--- src/rtl/bridge_pkg.sv ---
// Shared constants and helpers for the bridge FIFO datapath.
// keep_mask gives the byte-keep pattern for a partial word of n bytes.
package bridge_pkg;

  localparam int DEF_DATA_WIDTH = 8;
  localparam int DEF_BYTES      = 4;
  localparam int MAX_BYTES      = 8;

  function automatic logic [MAX_BYTES-1:0] keep_mask(input int n);
    logic [MAX_BYTES-1:0] m;
    m = '0;
    for (int i = 0; i < MAX_BYTES; i++) begin
      if (i < n) m[i] = 1'b1;
    end
    return m;
  endfunction

endpackage

--- src/rtl/fifo_word_packer.sv ---
// Pops bytes from the bridge byte FIFO and packs BYTES of them, little-endian,
// into a word on a valid/ready port; a flush emits a partial word with a keep mask.
module fifo_word_packer
  import bridge_pkg::*;
#(
  parameter int DATA_WIDTH = DEF_DATA_WIDTH,
  parameter int BYTES      = DEF_BYTES
) (
  input  logic                          clk,
  input  logic                          reset,
  input  logic                          empty_i,
  output logic                          rd_en_o,
  input  logic [DATA_WIDTH-1:0]         data_i,
  input  logic                          flush_i,
  output logic [DATA_WIDTH*BYTES-1:0]   word_o,
  output logic [BYTES-1:0]              keep_o,
  output logic                          word_valid_o,
  input  logic                          word_ready_i
);

  localparam int WW = DATA_WIDTH * BYTES;
  localparam int CW = $clog2(BYTES + 1);
  localparam logic [CW:0] BYTES_WIDE = (CW + 1)'(BYTES);

  logic [CW-1:0]  cnt_reg, cnt_next, cnt_cap;
  logic           pend_reg;
  logic           flush_pend_reg, flush_pend_next;
  logic [WW-1:0]  asm_reg, asm_next, asm_cap;
  logic [WW-1:0]  word_reg, word_next;
  logic [BYTES-1:0] keep_reg, keep_next, part_keep;
  logic           valid_reg, valid_next;
  logic           slot_free, full_xfer, flush_xfer, flush_drop;

  // Never read past what the assembly register can still absorb, counting the read in flight.
  assign rd_en_o = ~reset & ~empty_i & ~flush_pend_reg &
                   (({1'b0, cnt_reg} + {{CW{1'b0}}, pend_reg}) < BYTES_WIDE);

  for (genvar gi = 0; gi < BYTES; gi++) begin : g_lane
    assign asm_cap[gi*DATA_WIDTH +: DATA_WIDTH] =
      (pend_reg && (cnt_reg == CW'(gi))) ? data_i : asm_reg[gi*DATA_WIDTH +: DATA_WIDTH];
    assign part_keep[gi] = (CW'(gi) < cnt_reg);
  end

  assign cnt_cap    = cnt_reg + CW'(pend_reg);
  assign slot_free  = ~valid_reg | word_ready_i;
  assign full_xfer  = (cnt_cap == CW'(BYTES)) & slot_free;
  assign flush_xfer = flush_pend_reg & ~pend_reg & (cnt_reg != '0) & slot_free & ~full_xfer;
  assign flush_drop = flush_pend_reg & ~pend_reg & (cnt_reg == '0);

  // Assembly is cleared on every transfer, so lanes above cnt are already zero for a flush.
  always_comb begin
    asm_next        = asm_cap;
    cnt_next        = cnt_cap;
    word_next       = word_reg;
    keep_next       = keep_reg;
    valid_next      = valid_reg & ~word_ready_i;
    flush_pend_next = flush_pend_reg | flush_i;
    if (full_xfer) begin
      word_next  = asm_cap;
      keep_next  = '1;
      valid_next = 1'b1;
      asm_next   = '0;
      cnt_next   = '0;
    end else if (flush_xfer) begin
      word_next       = asm_reg;
      keep_next       = part_keep;
      valid_next      = 1'b1;
      asm_next        = '0;
      cnt_next        = '0;
      flush_pend_next = 1'b0;
    end else if (flush_drop) begin
      flush_pend_next = 1'b0;
    end
  end

  always_ff @(posedge clk) begin
    if (reset) begin
      cnt_reg        <= '0;
      pend_reg       <= 1'b0;
      flush_pend_reg <= 1'b0;
      asm_reg        <= '0;
      word_reg       <= '0;
      keep_reg       <= '0;
      valid_reg      <= 1'b0;
    end else begin
      cnt_reg        <= cnt_next;
      pend_reg       <= rd_en_o;
      flush_pend_reg <= flush_pend_next;
      asm_reg        <= asm_next;
      word_reg       <= word_next;
      keep_reg       <= keep_next;
      valid_reg      <= valid_next;
    end
  end

  assign word_o       = word_reg;
  assign keep_o       = keep_reg;
  assign word_valid_o = valid_reg;

endmodule

--- config.mk ---
export PLATFORM = sky130hd
export DESIGN_NAME = fifo_word_packer
export DESIGN_NICKNAME = d
export VERILOG_FILES = /design/src/rtl/bridge_pkg.sv /design/src/rtl/fifo_word_packer.sv
export SDC_FILE = /design/constraint.sdc
export NUM_CORES = 1
export LEC_CHECK = 0
export BUFFER_PORTS_ARGS = -buffer_cell sky130_fd_sc_hd__buf_4
export CAP_MARGIN = 10
export CORE_MARGIN = 1.5
export CORE_UTILIZATION = 25
export CTS_BUF_LIST = sky130_fd_sc_hd__clkbuf_4 sky130_fd_sc_hd__clkbuf_8
export DETAILED_ROUTE_END_ITERATION = 10
export PLACE_DENSITY = 0.48
export SYNTH_ARGS = -nofsm -noshare
export SYNTH_HDL_FRONTEND = slang
export SYNTH_SLANG_ARGS = --single-unit
--- constraint.sdc ---
create_clock -name clk -period 3.55 [get_ports clk]
set_clock_uncertainty 0.2 [all_clocks]
set_input_delay 0.355 -clock clk [delete_from_list [all_inputs] [get_ports clk]]
set_output_delay 0.355 -clock clk [all_outputs]
set_load 0.1 [all_outputs]
# Word-level counts from Yosys, hierarchy flattened
# Cells that the tools add are included.
# word_totals
register_bits	74
input_bits	13
word_cells	58
out_inout_bits	38
# op_classes
bitwise_logic	19
n_eq_ne	4
muxes	13
reduce_logical	8
n_addsub	2
order_cmp	5
# op_table
cell	n
$mux W32	2
$mux W8	4
$and A1 B1 Y1	10
$mux W4	2
$not A1 Y1	7
$eq A3 B2 Y1 const B	2
$lt A1 B3 Y1 const A	2
$lt A2 B3 Y1 const A	2
$mux W1	5
$add A3 B1 Y4	1
$logic_and A1 B1 Y1	4
$lt A4 B3 Y1 const B	1
$add A3 B1 Y3	1
$eq A3 B1 Y1 const B	1
$eq A3 B3 Y1 const B	1
$logic_not A3 Y1	1
$reduce_bool A3 Y1	1
$reduce_or A3 Y1	1
$or A1 B1 Y1	2
$reduce_bool A2 Y1	1

# Longest topological paths before layout
# depth
depth_word	7
mapped_depth	8
depth_no_buf	6

# Worst setup path before layout
# Ideal clock, no wire load.
# synth_path
path_type	flip-flop to output port
from	reg cnt_reg[0]
to	out rd_en_o
required_ns	2.995
arrival_ns	3.916
path_stages_with_launch	7
path_buffers	0
setup_slack_ns	-0.921
path_cell_list	dfxtp_1 > ha_1 > ha_1 > nand2_1 > a21oi_1 > nor2_1 > nor4_1
# synth_between
elab_chain_len	3
# synth_rtl
element	line_no	text
start, declared	fifo_word_packer.sv:25	logic [CW-1:0] cnt_reg, cnt_next, cnt_cap;
start signal, assigned	fifo_word_packer.sv:86	cnt_reg <= cnt_next;
$add A3 B1 Y4	fifo_word_packer.sv:36	(({1'b0, cnt_reg} + {{CW{1'b0}}, pend_reg}) < BYTES_WIDE);
$lt A4 B3 Y1	fifo_word_packer.sv:36	
$and A1 B1 Y1	fifo_word_packer.sv:35	assign rd_en_o = ~reset & ~empty_i & ~flush_pend_reg &
end, declared	fifo_word_packer.sv:12	output logic rd_en_o,
# No other way between the ends.

# Worst setup path after layout
# layout_path
from	reg cnt_reg[0]
to	reg word_reg[14] (netlist: word_o[14])
# layout_between
elab_chain_len	6
elab_cells_between_ends	13
cone_classes	add/sub: 1; eq/ne: 2; mux: 2; bitwise: 5; reduce/logical: 3
# layout_rtl
element	line_no	text
$add A3 B1 Y3	fifo_word_packer.sv:44	assign cnt_cap = cnt_reg + CW'(pend_reg);
$eq A3 B3 Y1	fifo_word_packer.sv:46	assign full_xfer = (cnt_cap == CW'(BYTES)) & slot_free;
$and A1 B1 Y1	fifo_word_packer.sv:46	
$not A1 Y1	fifo_word_packer.sv:47	assign flush_xfer = flush_pend_reg & ~pend_reg & (cnt_reg != '0) & slot_free & ~full_xfer;
$and A1 B1 Y1	fifo_word_packer.sv:47	
$reduce_bool A2 Y1 (no source line)	--	
end signal, assigned	fifo_word_packer.sv:90	word_reg <= word_next;
end, declared	fifo_word_packer.sv:29	logic [WW-1:0] word_reg, word_next;
# Parallel ways exist; a longest one is shown, timed or not.
# A chain may end at the register's enable or synchronous reset.

==> impl_metrics.csv <==
group,metric,value,unit
cts,cts_buffers,9,
synth,syn-instance-count,273,
sta,report.final.hold_viol_count,0,
sta,relSlewSlack,0.589,
die,num_rows,39,
route,drt_wl_total,7390,um
sta,worst_pin_slew,613,ps
grt,grt_pass1_wl,11500,um
cells_and_area,design_area,3600,um^2
cts,cts_max_path_buffers,2,
flow_run,drv_cap,0,
synth,seq_area_frac_synth,0.514,
power_and_ir_drop,p_leak,1.45,nW
grt,antenna_found_initial,0,
cts,cts_resized,0,
route,drtIter0Drc,76,
synth,synth-seq-cells,74,
setup_path,path_class,"flop to flop",
cells_and_area,drive_above_1_share,0.258,
die,core,11300,um^2
grt,grt_pass1_vias,2112,
route,wl_per_cell,15.8,um
die,die-area,12200,um^2
cells_and_area,fin_cells,469,
grt,grt_usage,0.127,
sta,period_needed,2670,ps
synth,syn_area,2880,um^2
route,drc_errors,0,
setup_path,cp-start-kind,"flop",
sta,whs,34.9,ps
sta,fmax,374,MHz
cts,cts_tree,"done",
grt,met3_usage,0.0388,
setup_path,crit_path_frequent_cell,"ha_1",
setup_path,critPathMaxFanout,24,
power_and_ir_drop,power.density,475,nW/um^2
outcome,status,"finished, final reports clean",
route,drt-pass1-iter-count,4,
die,die_y,110,um
min_path,min_path_type,"input pin to flop",
die,io_pins,51,
cts,cts_setup_buffers,0,
sta,setup_ws,876,ps
route,postRouteAntennaNets,0,
grt,use_met1,0.177,
setup_path,end_kind,"flop",
route,routed_via_density,4.72,
setup_path,r2r_setup_slack,880,ps
place,port_buffers,50,
place,placed_cell_area,3360,um^2
synth,syn_area_per_cell,10.6,um^2
synth,synth_nets,288,
setup_path,critPathTopFamily,"flip-flops",
setup_path,path_cells,"ha_1 > ha_1 > xor2_1 > and3_1 > nor3_4 > buf_4 > a221o_1",
setup_path,r2r-start,"cnt_reg[0]",
sta,setup_tns,0,ps
place,dp_cells,452,
cells_and_area,fin_util,0.318,
grt,grt_max_degree,34,
die,start_util,0.254,
cells_and_area,diodes,0,
cts,cts_sinks,74,
setup_path,path_buf_inv,1,
cells_and_area,final_nets,336,
die,die_w,110,um
cts,worstSkewPairLatency,350,ps
setup_path,cpPeakStageDelay,530,ps
min_path,hold_end,"flush_pend_reg",
sta,rsz0062_at_grt,"false",
place,place_congestion,0.816,
place,dp_hpwl,4790,um
cells_and_area,syn2layout_area_growth,24.8,%
sta,finalCritPeriodShare,0.753,
cts,clk_pin_slew,90,ps
power_and_ir_drop,power.total,1.71,mW
setup_path,cp_data_arrival_time,2710,ps
grt,grt-busiest-layer,"met2",
synth,ys_types,35,
sta,slew_violations,0,
cts,cts_root_buf,"clkbuf_8",
setup_path,cpMaxStageDelayCell,"dfxtp_1",
setup_path,worstReg2RegEnd,"word_o[14]",
place,pre_cts_ws,886,ps
min_path,holdPathStages,2,
sta,setup_viol,0,
power_and_ir_drop,ir_worst_vdd,0.000153,V
cts,cts-htree-levels,3,
grt,grt_overflow_total,0,
setup_path,cp_data_required_time,3590,ps
synth,synth_warnings,0,
min_path,hp-start,"flush_i",
grt,grt_util_met2,0.185,
setup_path,r2r_cells,7,
cts,hold_buffers,1,
route,vias,2215,
[worst max path at each step]
stage / end / from / slack, ps / cells after the start
after global placement: word_o[22] / cnt_reg[0] / 960 / 7
after CTS: rd_en_o / cnt_reg[0] / 850 / 7
after global routing: word_o[11] / cnt_reg[0] / 700 / 7
final: word_o[14] / cnt_reg[0] / 880 / 7
after detailed placement: word_o[20] / cnt_reg[0] / 890 / 7
after floorplan: rd_en_o / cnt_reg[0] / 260 / 6
[worst register-to-register path, delay by kind of cell, from the launching register on]
| kind | cells | cell delay [ps] |
|---|---|---|
| flip-flops | 1 | 530 |
| adder cells (fa/ha/maj) | 2 | 470 |
| AND/OR/NAND/NOR | 2 | 470 |
| AO/OA/AOI/OAI | 1 | 390 |
| buffers and inverters | 1 | 260 |
| XOR/XNOR | 1 | 240 |
[report_power, final]
| group | internal (mW) | switching, mW |
|---|---|---|
| Sequential | 0.841 | 0.0109 |
| Clock | 0.406 | 0.329 |
| Combinational | 0.0410 | 0.0807 |
[kinds of logic (layout without fill, tap and decap cells)]
kind of cell	after synthesis	in the layout	share of synthesized area
simple gates	99	99	0.167
fa+ha+maj	2	2	0.00869
xor+xnor	3	3	0.00912
flops	74	74	0.514
compound gates	41	41	0.135
mux	32	32	0.111
buf+inv	22	75	0.0547
[cells in the final DEF (no fill, tap or decap), types with 2 or more instances in the layout]
cell type / count
a21oi_1: 3
a221o_1: 32
a31oi_1: 2
and3_1: 3
buf_4: 57
bufinv_16: 2
clkbuf_8: 9
dfxtp_1: 74
ha_1: 2
mux2i_1: 32
nand2_1: 4
nand2b_1: 2
nand3_1: 2
nor2_1: 68
nor2b_1: 2
nor3_1: 4
nor3_4: 3
nor4bb_2: 2
xnor2_1: 2
[synthesized netlist by cell type, drive strengths merged]
library cell   n  share of area
nor2b          2         0.0043
o211ai         1         0.0026
mux2i         32           0.11
inv            1         0.0013
xor2           1         0.0030
o311ai         1         0.0056
nand4b         1         0.0030
a221o         32           0.11
or3b           1         0.0030
o211a          1         0.0035
o22ai          1         0.0022
ha             2         0.0087
nor3           7          0.022
nor4bb         2         0.0070
and2b          1         0.0026
nand2          4         0.0052
a21oi          3         0.0052
and3           3         0.0065
nand2b         2         0.0043
nor4           2         0.0043
nand4          1         0.0022
nor4b          1         0.0030
buf           17          0.048
dfxtp         74           0.51
a31oi          2         0.0043
nand3          3         0.0070
nor2          68          0.089
nor3b          1         0.0043
xnor2          2         0.0061
clkbuf         4         0.0052
[metal layers]
metal	wire length, um	part of all wire
met5	0	0
met4	72	0.0097
met3	417	0.056
met2	3290	0.45
met1	3610	0.49
[area by class of cell]
cell class / count / area, um^2
fill: 1187 / 7720
sequential: 74 / 1480
multi-input combinational: 177 / 1270
timing repair buffer: 58 / 438
tap: 143 / 179
clock buffer: 10 / 131
clock inverter: 6 / 90.1
inverter: 1 / 3.75
Note: power is estimated with default switching activity, not from simulation.
